--- src/rtl/mux_arbiter4_if.sv ---
// Bus between the four requesting stages and the shared-mux arbiter.
// The requesters drive level requests. The arbiter returns the one-hot
// grant, the 2-bit mux select and a busy flag.
interface mux_arbiter4_if;
  logic [3:0] req;
  logic [3:0] gnt;
  logic [1:0] pos;
  logic       busy;

  // Requesting stages
  modport master (output req, input gnt, input pos, input busy);

  // Arbiter
  modport slave  (input req, output gnt, output pos, output busy);
endinterface

--- src/rtl/mux_arbiter4.sv ---
// Round-robin arbiter for a shared 32-bit 4:1 datapath mux.
// Produces a registered mux select (pos), a one-hot grant and busy.
// A starvation guard hands the mux to another requester once the
// current owner has held it MAX_HOLD cycles while others were waiting.
module mux_arbiter4 #(
  parameter int MAX_HOLD = 8,
  parameter int CNT_W    = 4
) (
  input  logic          clk,
  input  logic          rst,
  mux_arbiter4_if.slave bus
);

  typedef enum logic {
    S_IDLE  = 1'b0,
    S_GRANT = 1'b1
  } state_t;

  localparam logic [CNT_W-1:0] MAX_HOLD_C = CNT_W'(MAX_HOLD);
  localparam logic [CNT_W-1:0] CNT_ONE    = {{(CNT_W-1){1'b0}}, 1'b1};
  localparam logic [CNT_W-1:0] CNT_ZERO   = {CNT_W{1'b0}};
  localparam bit               PREEMPT_EN = (MAX_HOLD != 0);

  state_t           r_state;
  logic [3:0]       r_gnt;
  logic [1:0]       r_pos;
  logic             r_busy;
  logic [CNT_W-1:0] r_hold_cnt;
  logic [1:0]       r_last;

  logic [3:0]       w_others;
  logic             w_pick_vld;
  logic [1:0]       w_pick_idx;
  logic             w_hold_expired;

  // Round-robin scan: last+1, last+2, last+3, then last itself.
  // The loop walks from farthest to nearest, so the nearest hit is written last and wins.
  function automatic logic [2:0] rr_pick(input logic [3:0] req_v, input logic [1:0] last_v);
    logic [1:0] cand;
    logic [2:0] res;
    res = {1'b0, last_v};
    for (int k = 4; k >= 1; k--) begin
      cand = last_v + 2'(k);
      if (req_v[cand]) begin
        res = {1'b1, cand};
      end else begin
        res = res;
      end
    end
    return res;
  endfunction

  // Index to one-hot grant vector
  function automatic logic [3:0] idx2onehot(input logic [1:0] idx);
    logic [3:0] oh;
    case (idx)
      2'd0:    oh = 4'b0001;
      2'd1:    oh = 4'b0010;
      2'd2:    oh = 4'b0100;
      2'd3:    oh = 4'b1000;
      default: oh = 4'b0000;
    endcase
    return oh;
  endfunction

  // Arbitration decode from current requests and the round-robin pointer
  always_comb begin
    w_others   = bus.req & ~r_gnt;
    {w_pick_vld, w_pick_idx} = rr_pick(bus.req, r_last);
    if (PREEMPT_EN && (r_hold_cnt >= MAX_HOLD_C) && (w_others != 4'b0000)) begin
      w_hold_expired = 1'b1;
    end else begin
      w_hold_expired = 1'b0;
    end
  end

  // Arbiter state machine with registered grant, select and busy
  always_ff @(posedge clk) begin
    if (rst) begin
      r_state    <= S_IDLE;
      r_gnt      <= 4'b0000;
      r_pos      <= 2'b00;
      r_busy     <= 1'b0;
      r_hold_cnt <= CNT_ZERO;
      r_last     <= 2'd3;
    end else begin
      case (r_state)
        S_IDLE: begin
          if (w_pick_vld) begin
            r_state    <= S_GRANT;
            r_gnt      <= idx2onehot(w_pick_idx);
            r_pos      <= w_pick_idx;
            r_busy     <= 1'b1;
            r_last     <= w_pick_idx;
            r_hold_cnt <= CNT_ONE;
          end else begin
            r_state    <= S_IDLE;
          end
        end
        S_GRANT: begin
          if (!bus.req[r_pos]) begin
            if (w_others != 4'b0000) begin
              // Owner released while others wait: hand over on this edge, no idle bubble
              r_gnt      <= idx2onehot(w_pick_idx);
              r_pos      <= w_pick_idx;
              r_last     <= w_pick_idx;
              r_hold_cnt <= CNT_ONE;
            end else begin
              // Nobody left: go idle and keep the select where it was
              r_state    <= S_IDLE;
              r_gnt      <= 4'b0000;
              r_busy     <= 1'b0;
              r_hold_cnt <= CNT_ZERO;
            end
          end else if (w_hold_expired) begin
            // Starvation guard. last equals the owner, so the pick never returns the owner.
            r_gnt      <= idx2onehot(w_pick_idx);
            r_pos      <= w_pick_idx;
            r_last     <= w_pick_idx;
            r_hold_cnt <= CNT_ONE;
          end else if (PREEMPT_EN && (r_hold_cnt >= MAX_HOLD_C)) begin
            r_hold_cnt <= MAX_HOLD_C;
          end else if (r_hold_cnt != {CNT_W{1'b1}}) begin
            r_hold_cnt <= r_hold_cnt + CNT_ONE;
          end else begin
            r_hold_cnt <= r_hold_cnt;
          end
        end
        default: begin
          r_state    <= S_IDLE;
          r_gnt      <= 4'b0000;
          r_busy     <= 1'b0;
          r_hold_cnt <= CNT_ZERO;
        end
      endcase
    end
  end

  assign bus.gnt  = r_gnt;
  assign bus.pos  = r_pos;
  assign bus.busy = r_busy;

endmodule
--- src/flat_wrapper.sv ---
// flat-port wrapper written by rule: the top's interface ports become plain ports
module mux_arbiter4_flat 
#(
  parameter int MAX_HOLD = 8,
  parameter int CNT_W    = 4
)
  (clk, rst, bus_req, bus_gnt, bus_pos, bus_busy);
  mux_arbiter4_if bus_i ();
  input  logic clk;
  input  logic rst;
  input wire logic [$bits(bus_i.req)-1:0] bus_req;
  output wire logic [$bits(bus_i.gnt)-1:0] bus_gnt;
  output wire logic [$bits(bus_i.pos)-1:0] bus_pos;
  output wire logic [$bits(bus_i.busy)-1:0] bus_busy;
  assign bus_i.req = bus_req;
  assign bus_gnt = bus_i.gnt;
  assign bus_pos = bus_i.pos;
  assign bus_busy = bus_i.busy;
  mux_arbiter4 #(.MAX_HOLD(MAX_HOLD), .CNT_W(CNT_W)) u_core (.clk(clk), .rst(rst), .bus(bus_i));
endmodule
--- config.mk ---
export PLATFORM = sky130hd
export DESIGN_NAME = mux_arbiter4_flat
export DESIGN_NICKNAME = d
export VERILOG_FILES = /design/src/rtl/mux_arbiter4_if.sv /design/src/rtl/mux_arbiter4.sv /design/src/flat_wrapper.sv
export SDC_FILE = /design/constraint.sdc
export NUM_CORES = 1
export LEC_CHECK = 0
export ABC_CLOCK_PERIOD_IN_PS = 1800
export CAP_MARGIN = 25
export CORE_UTILIZATION = 45
export DETAILED_ROUTE_END_ITERATION = 16
export PLACE_DENSITY = 0.7
export SKIP_LAST_GASP = 1
export SYNTH_ARGS = -nofsm -noshare
export SYNTH_HDL_FRONTEND = slang
export SYNTH_SLANG_ARGS = --single-unit
--- constraint.sdc ---
create_clock -name clk -period 1.8 [get_ports clk]
set_input_delay 0.36 -clock clk [delete_from_list [all_inputs] [get_ports clk]]
set_output_delay 0.36 -clock clk [all_outputs]
set_load 0.03 [all_outputs]
==> results of run 1 <==
## state kept, by name, summed over array words and instances, names as in the netlist
name	cells
u_core.bus.busy	1
u_core.bus.gnt	4
u_core.bus.pos	2
u_core.r_hold_cnt	4
u_core.r_last	2
u_core.r_state	1
## worst reg2reg max path, stage by stage (launching register included)
cell	delay (ps)
dfxtp_4	360
mux4_2	510
and3_4	190
a211o_4	290
nor2_4	150
a32o_1	180
## cell type report
class	count	area (µm²)
Clock buffer	4	26.28
Fill cell	131	495.5
Inverter	9	33.78
Multi-Input combinational cell	61	455.4
Sequential cell	14	284.0
Tap cell	16	20.02
Timing Repair Buffer	29	244.0
## power by group through the flow
| stage | Clock [µW] | Sequential [µW] | Combinational (µW) |
|---|---|---|---|
| after detailed placement | 0 | 395 | 332 |
| after floorplan | 0 | 424 | 170 |
| after CTS | 188 | 387 | 336 |
| after global placement | 0 | 392 | 327 |
| final | 188 | 388 | 348 |
| after global routing | 205 | 394 | 373 |
## stage by stage
stage / TNS, ps / area (µm²) / setup WS (ps) / power, µW
final: 0 / 1064 / 52.67 / 923.8
after global placement: -3615 / 1017 / -377.3 / 718.9
after detailed placement: -4237 / 1017 / -458.9 / 727.0
after CTS: 0 / 1046 / 11.04 / 911.8
after floorplan: 0 / 775.7 / 28.98 / 594.3
after global routing: 0 / 1064 / 10.75 / 971.7
## cells in the mapped netlist (3+ instances only)
library cell / instances
nand3_1: 3
dfxtp_1: 14
mux2i_1: 3
clkbuf_1: 3
nand2b_1: 3
inv_1: 9
a21oi_1: 5
nor2b_1: 3
o21ai_0: 3
nand2_1: 6
nor2_1: 8
## per-layer routing
layer	GRT usage (%)	vias up	routed length, µm
met5	0	-	0
met4	7.500	0	17
met3	3.750	3	78
met2	37.88	19	854
met1	30.91	327	950
li1	-	372	-
## path summary, 6_finish.rpt
| path | to | slack, ps | depth (start not counted) |
|---|---|---|---|
| max reg2reg | u_core.bus.gnt[2] | 50 | 5 |
| max | u_core.bus.gnt[2] | 50 | 5 |
| min reg2reg | u_core.r_hold_cnt[2] | 490 | 2 |
| min | u_core.r_hold_cnt[2] | 490 | 2 |
## cell families after synthesis
group	Yosys count
flip-flops	14
AND/OR/NAND/NOR	32
adder cells (fa/ha/maj)	2
multiplexers	4
buffers and inverters	12
AO/OA/AOI/OAI	23
## repair_timing
item / in CTS / in global routing
gates cloned: 0 / 0
pin swaps: 4 / 3
buffers inserted: 1 / 1
gates resized for setup: 6 / 2
setup endpoints to repair: 10 / 3
==> run metrics, run 1 <==
Iter 0 DRT Violations 24; switching pwr 320.1 µW; EDFF count, synth 0; Synth Area in Compound Gates 23.50%; CP max-delay cell mux4_2; first-pass GRT wire length 3.208 mm; worst path arrival time 1970 ps; Worst Tran Pin Value 409.4 ps; die extent in y 43.42 µm; Async SR Flop Fraction 0%; P per Cell Area 868.6 nW/µm²; fraction of synthesized area in multiplexers 6.807%; initial antenna violation count 0; Synth Flop Type dfxtp_1; combinational share of power 37.7%; Yosys warnings 0; area share of the largest cell type after synthesis 36.30%; Max transition margin 72.67%; distinct cell type count after synthesis 36; unrepaired setup endpoints after global routing no; hold_ws 493.5 ps; status finished with violations; Crit path max-delay family multiplexers; PortBufs 12; Seq/Total Area, Yosys 36.30%; worst path cell trace mux4_2, and3_4, a211o_4, nor2_4, a32o_1; Critical Setup Path Class register to register; Clk Latency, worst-skew pair 280 ps; post-synth net total 95; fin crit period 1747 ps; die footprint 1885 µm²; CP max FO 4; Sink Count 14; final hold violation count 0; crit path capture type register; share of cells above drive strength 1 24.79%; cell area after synthesis 772.0 µm²; number of global-route vias before repair 713; pin count of the biggest net entering global routing 9; clock power share 20.3%; initial core utilization 49.52%; # rows 14; CP required 2030 ps; Internal 603.7 µW; f_max 572.3 MHz; Worst Setup SP u_core.bus.pos[0]; clk buf depth 2; hold crit path type register to register; worst path bufs/invs 0; CTS Root Cell clkbuf_4; Ports 13; Avg Cell Area, Syn 8.873 µm²; sequential power share 42.0%; hpwl dp 1.482 mm; main combinational cell family by area after synthesis simple AND/OR/NAND/NOR gates; placed cells 127; final worst path period share 97.07%; DR vias 721; Adder-Cell Fraction of Synth Area 3.241%; Hold Path Origin u_core.r_hold_cnt[2]; Max Cap Viol 0; failing checks design-rule violations; Final Wtd Congestion 0.8026; chip width 43.42 µm; Area growth syn-to-layout 37.76%; diodes inserted 0; post-DR wirelength/cell 14.29 µm; Core ar. 1559 µm²; Routed WL 1.900 mm; Final Max Slew Viols 0; Post-Synthesis Cells 87; post-synthesis xor/xnor area fraction 0%; fin util 68.22%; endpoints failing setup 0; CP Launch Type register; CTS tree yes; worst clock skew 6.138 ps; drt pass-1 iters 11; Synth Register Bits 14; post-layout net count 126; GRT Util Overall 23.04%; # H-tree levels 1; Clock transition at path regs 90 ps; worst reg2reg startpoint u_core.bus.pos[0]; commonest non-fill, non-tap cell in the layout buf_4; CTS Buf Count 3; vias per inst 5.421; worst vdd ir 603.7 µV; drt drc 2; Largest stage delay, worst path 510 ps; CTS Hold Buffers Added 0; most frequent cells in the layout buf_4, dfxtp_1, inv_1; Post-DRT Antenna Nets 0; Net Sw Frac 34.65%; Yosys top cell by area dfxtp_1; Pleak 0.0004771 µW; simple-gate share of the synthesized area 24.31%; Synth area leaders dfxtp_1, inv_1, mux2i_1, nor2_1, a21oi_1; final non-filler cell total 133; GRT overflow 0
Power figures use the tool's default switching activity.
==> run 2: changes to the inputs <==
Settings changed: ABC_AREA set to 1, CORE_ASPECT_RATIO set to 0.9, CORE_UTILIZATION 45 to 48, PLACE_DENSITY 0.7 to 0.72.
==> run 2 against run 1 <==
  * The run now ends clean
  * Area after synthesis grew 22%
  * Synthesized cell count grew 68%
  * Flip-flop and latch count is the same
  * Utilization shrank 1.8 points
  * Total power grew 110%
  * Highest routed layer unchanged
==> run metrics, run 2 <==
Largest stage delay, worst path 690 ps (was 510 ps); Synth Register Bits 14 (unchanged); end point of the critical path bus_pos[1] (was u_core.bus.gnt[2]); worst vdd ir 958.1 µV (was 603.7 µV); final worst path period share 96.83% (was 97.07%); Clock transition at path regs 80 ps (was 90 ps); commonest non-fill, non-tap cell in the layout nand2_1 (was buf_4); Worst Tran Pin Value 316.3 ps (was 409.4 ps); final hold violation count 0 (unchanged); Crit path max-delay family buffers and inverters (was multiplexers); worst path bufs/invs 1 (was 0); worst path cell trace clkdlybuf4s50_1 (was mux4_2, and3_4, a211o_4, nor2_4, a32o_1); share of cells above drive strength 1 19.39% (was 24.79%); initial antenna violation count 0 (unchanged); Ports 13 (unchanged); post-DR wirelength/cell 11.59 µm (was 14.29 µm); Max transition margin 78.89% (was 72.67%); worst path arrival time 1380 ps (was 1970 ps); endpoints failing setup 0 (unchanged); distinct cell type count after synthesis 25 (was 36); Max Cap Viol 0 (unchanged); vias per inst 5.069 (was 5.421); Async SR Flop Fraction 0% (unchanged); worst reg2reg startpoint u_core.r_last[0] (was u_core.bus.pos[0]); fin crit period 1743 ps (was 1747 ps); Final Max Slew Viols 0 (unchanged); CTS tree yes (unchanged); sequential power share 25.7% (was 42.0%); unrepaired setup endpoints after global routing no (unchanged); Synth top cells by count nand2_1, nand3_1, inv_1 (was dfxtp_1, inv_1, nor2_1); switching pwr 938.7 µW (was 320.1 µW); Synth area leaders dfxtp_1, nand2_1, nand3_1, inv_1, nand2_2 (was dfxtp_1, inv_1, mux2i_1, nor2_1, a21oi_1); Post-Synthesis Cells 146 (was 87); Placed Area 1127 µm² (was 1017 µm²); PortBufs 12 (unchanged); diodes inserted 0 (unchanged); CP required 1440 ps (was 2030 ps); most frequent cells in the layout nand2_1, nand3_1, inv_1 (was buf_4, dfxtp_1, inv_1); hpwl dp 1.682 mm (was 1.482 mm); DR top layer met4 (unchanged); routed length on met2 902 µm (was 854 µm); drt pass-1 iters 4 (was 11); Critical Setup Path Class register to output port (was register to register); Net Sw Frac 48.80% (was 34.65%); worst r2r path cells 8 (was 5); Sink Count 14 (unchanged); Post-DRT Antenna Nets 0 (unchanged); Core ar. 1752 µm² (was 1559 µm²); pin count of the biggest net entering global routing 12 (was 9); EDFF count, synth 0 (unchanged); count leader, synth nand2_1 (was dfxtp_1); M1 WL 1.114 mm (was 950 µm); CP max-delay cell clkdlybuf4s50_1 (was mux4_2); CP max FO 4 (unchanged); number of global-route vias before repair 876 (was 713); initial core utilization 53.79% (was 49.52%); Seq/Total Area, Yosys 29.75% (was 36.30%); Yosys warnings 0 (unchanged); Post-CTS Resized 0 (was 6); Setup Buffers After CTS 0 (was 1); DR vias 958 (was 721); status finished clean (was finished with violations); Sequential Area 280.3 µm² (was 284.0 µm²); CP Depth 1 (was 5); Internal 984.7 µW (was 603.7 µW); Yosys top cell by area dfxtp_1 (unchanged); CTS Hold Buffers Added 0 (unchanged); FF-to-FF setup slack 320 ps (was 50 ps); Fill cells 168 (was 131); final cell area excluding filler cells 1164 µm² (was 1064 µm²); # H-tree levels 1 (unchanged); reg2reg end u_core.r_last[1] (was u_core.bus.gnt[2]); crit path capture type output port (was register); post-synth net total 154 (was 95); first-pass GRT wire length 3.746 mm (was 3.208 mm); combinational share of power 62.2% (was 37.7%); metal3 WL 131 µm (was 78 µm); clock power share 12.0% (was 20.3%); # rows 14 (unchanged); Iter 0 DRT Violations 19 (was 24); hold crit path type register to register (unchanged); Synth Flop Type dfxtp_1 (unchanged); Final Wtd Congestion 0.8990 (was 0.8026); fin util 66.43% (was 68.22%); drt drc 0 (was 2); Pleak 0.0005805 µW (was 0.0004771 µW); CTS Root Cell clkbuf_4 (unchanged); GRT overflow 0 (unchanged); Routed WL 2.190 mm (was 1.900 mm); clk buf depth 2 (unchanged); GRT Util Overall 23.64% (was 23.04%); area share of the largest cell type after synthesis 29.75% (was 36.30%); Avg Cell Area, Syn 6.453 µm² (was 8.873 µm²); cell area after synthesis 942.2 µm² (was 772.0 µm²); chip width 48.70 µm (was 43.42 µm); worst clock skew 2.431 ps (was 6.138 ps); CTS Buf Count 3 (unchanged); Clk Latency, worst-skew pair 290 ps (was 280 ps); multi-input logic area 571.8 µm² (was 455.4 µm²); f_max 573.8 MHz (was 572.3 MHz); Worst Setup SP u_core.bus.pos[1] (was u_core.bus.pos[0]); P per Cell Area 1653 nW/µm² (was 868.6 nW/µm²); Area growth syn-to-layout 23.51% (was 37.76%); post-layout net count 174 (was 126); CP Launch Type register (unchanged); die extent in y 44.03 µm (was 43.42 µm); die footprint 2144 µm² (was 1885 µm²)
==> run 2: worst min path at each step <==
stage                   endpoint              start  cells after the start  slack, ps
3_5_place_dp     u_core.bus.busy    u_core.bus.busy                      2        480
6_report         u_core.bus.busy    u_core.bus.busy                      2        490
4_1_cts          u_core.bus.busy    u_core.bus.busy                      2        500
3_3_place_gp     u_core.bus.busy    u_core.bus.busy                      2        470
2_1_floorplan  u_core.bus.pos[1]                rst                      1        420
5_1_grt        u_core.bus.gnt[0]  u_core.bus.gnt[0]                      2        510
==> run 2: metrics by stage <==
| step | power [µW] | hold slack [ps] | cells | setup TNS (ps) | setup WS, ps |
|---|---|---|---|---|---|
| detailed placement | 1692 | 477.0 | 185 | -372.5 | -79.88 |
| floorplan | 1348 | 422.4 | 146 | 0 | 332.2 |
| global placement | 1678 | 471.9 | 185 | -260.5 | -73.51 |
| CTS | 1937 | 497.5 | 189 | 0 | 43.86 |
| finish | 1923 | 493.4 | 189 | 0 | 57.09 |
| global route | 2101 | 510.8 | 189 | 0 | 22.66 |
==> run 2: cell families after synthesis <==
| logic type | synth area share, % |
|---|---|
| flip-flops | 29.75 |
| adder cells (fa/ha/maj) | 2.656 |
| AND/OR/NAND/NOR | 46.08 |
| AO/OA/AOI/OAI | 11.02 |
| buffers and inverters | 9.561 |
| XOR/XNOR | 0.9298 |
==> run 2: layout make-up <==
type                    count  area share (%)
well taps                  24           2.581
flip-flops and latches     14           24.09
clock buffers               4           3.118
inverters                  20           6.452
repair buffers             17           14.62
multi-input cells         110           49.14
==> run 2: power groups by stage <==
stage               clock network [µW]  logic [µW]  registers [µW]
finish                             232        1200             495
global placement                     0        1190             493
floorplan                            0         758             589
detailed placement                   0        1190             499
CTS                                239        1200             493
global route                       246        1350             506
==> run 2: layer usage <==
layer	vias up	GRT usage, %
met5	-	0
met3	4	5.842
met4	0	11.18
li1	498	-
met1	428	31.18
met2	28	36.94
==> run 3: changes to the inputs <==
Settings changed: CORE_UTILIZATION 48 to 55, DONT_BUFFER_PORTS set to 1, PLACE_DENSITY 0.72 to 0.71.
==> run 3 against run 2 <==
  * Global-route usage increased by 2.3 points
  * Total power shrank 5.2%
  * Critical path type is now register to register
  * Flip-flop and latch count stayed put
  * Largest power group unchanged
  * Critical endpoint is now u_core.bus.gnt[1]
==> run metrics, run 3 (same netlist as run 2, synthesis figures left out) <==
# rows 13 (was 14); fin crit period 1519 ps (was 1743 ps); Clock transition at path regs 90 ps (was 80 ps); diodes inserted 0 (unchanged); share of cells above drive strength 1 21.94% (was 19.39%); hold crit path type primary input to register (was register to register); status finished clean (unchanged); CP max-delay cell dfxtp_1 (was clkdlybuf4s50_1); DR vias 939 (was 958); crit path capture type register (was output port); GRT Util Overall 25.95% (was 23.64%); initial antenna violation count 0 (unchanged); fin util 68.25% (was 66.43%); CTS Hold Buffers Added 0 (unchanged); combinational share of power 61.2% (was 62.2%); final hold violation count 0 (unchanged); Area growth syn-to-layout 10.76% (was 23.51%); Worst Tran Pin Value 333.0 ps (was 316.3 ps); # H-tree levels 1 (unchanged); endpoints failing setup 0 (unchanged); clock power share 12.5% (was 12.0%); hpwl dp 1.708 mm (was 1.682 mm); CTS Buf Count 3 (unchanged); PortBufs 0 (was 12); CP max FO 8 (was 4); Ports 13 (unchanged); most used cell, CP nand2_1; P per Cell Area 1748 nW/µm² (was 1653 nW/µm²); hold_ws 129.3 ps (was 493.4 ps); CTS Root Cell clkbuf_4 (unchanged); vias per inst 5.305 (was 5.069); first-pass GRT wire length 3.422 mm (was 3.746 mm); chip width 45.63 µm (was 48.70 µm); most frequent cells in the layout nand2_1, nand3_1, inv_1 (unchanged); setup TNS 0 ps (unchanged); Final Max Slew Viols 0 (unchanged); CP Launch Type register (unchanged); CP required 1980 ps (was 1440 ps); CTS tree yes (unchanged); Post-CTS Resized 0 (unchanged); worst vdd ir 1062 µV (was 958.1 µV); Routed WL 2.164 mm (was 2.190 mm); die extent in y 41.27 µm (was 44.03 µm); post-DR wirelength/cell 12.23 µm (was 11.59 µm); worst clock skew 4.828 ps (was 2.431 ps); drt pass-1 iters 4 (unchanged); GRT overflow 0 (unchanged); Iter 0 DRT Violations 42 (was 19); Clk Latency, worst-skew pair 280 ps (was 290 ps); unrepaired setup endpoints after global routing no (unchanged); Sink Count 14 (unchanged); Final Wtd Congestion 0.8732 (was 0.8990); Largest stage delay, worst path 400 ps (was 690 ps); final worst path period share 84.38% (was 96.83%); pin count of the biggest net entering global routing 12 (unchanged); Critical Setup Path Class register to register (was register to output port); Setup Buffers After CTS 0 (unchanged); Max Cap Viol 0 (unchanged); commonest non-fill, non-tap cell in the layout nand2_1 (unchanged); worst path cell trace buf_4, nand2_1, nand2_1, nand2_1, nand2_1, inv_1, nand2_2, nand2_2, nand2_1, nand2_2, nand3_1, nand2_1 (was clkdlybuf4s50_1); die footprint 1883 µm² (was 2144 µm²); number of global-route vias before repair 777 (was 876); clk buf depth 2 (unchanged); Max transition margin 77.78% (was 78.89%); switching pwr 933.8 µW (was 938.7 µW); post-layout net count 164 (was 174); f_max 658.4 MHz (was 573.8 MHz); Post-DRT Antenna Nets 0 (unchanged); drt drc 0 (unchanged); Net Sw Frac 51.20% (was 48.80%); sequential power share 26.3% (was 25.7%); Core ar. 1529 µm² (was 1752 µm²); Internal 889.8 µW (was 984.7 µW); Pleak 0.0005451 µW (was 0.0005805 µW); worst path arrival time 1700 ps (was 1380 ps); initial core utilization 61.62% (was 53.79%)
## run 3: changes by cell type in the layout (fill, tap and decap cells not counted)
cell,previous run,this run
buf_12,1,0
clkdlybuf4s50_1,12,0
buf_4,4,7
## run 3: path summary, 6_finish.rpt
path | startpoint | endpoint | slack [ps] | depth (start not counted)
worst max-delay path | u_core.r_last[0] | u_core.bus.gnt[1] | 280 | 12
worst min-delay path | rst | u_core.r_hold_cnt[1] | 130 | 1
worst max register to register | u_core.r_last[0] | u_core.bus.gnt[1] | 280 | 12
worst min register to register | u_core.r_hold_cnt[2] | u_core.r_hold_cnt[2] | 510 | 2
## run 3: power groups by stage
stage	clock, µW	combinational [µW]	sequential [µW]
floorplan	0	758	589
global placement	0	1080	479
detailed placement	0	1100	485
CTS	234	1110	478
global route	246	1240	490
finish	228	1120	480
## run 3: final cells by class
class                      count  area [µm²]
inverter                      20       75.07
fill                         152       485.5
clock buffer                   4       36.28
timing repair buffer           7       52.55
sequential                    14       280.3
tap                           22       27.53
multi-input combinational    110       571.8
## run 3: stage by stage
step / power [µW] / std cells / setup WS (ps) / cell area, µm²
4_1_cts: 1824 / 177 / 279.1 / 1044
3_5_place_dp: 1589 / 173 / 306.8 / 1007
2_1_floorplan: 1348 / 146 / 332.2 / 942.2
5_1_grt: 1973 / 177 / 132.7 / 1044
6_report: 1824 / 177 / 281.2 / 1044
3_3_place_gp: 1556 / 173 / 371.3 / 1007
## run 3: worst max-delay path, delay by kind of cell (launching register included)
family	cells	cell delay, ps
and+or+nand+nor	10	770
DFF	1	400
buffers and inverters	2	240
## run 3: metal layers
layer | wire length [µm] | vias up | GRT usage [%]
met5 | 0 | - | 0
met4 | 0 | 0 | 2.273
met3 | 174 | 0 | 6.608
met2 | 964 | 31 | 42.50
met1 | 1024 | 427 | 35.51
li1 | - | 481 | -
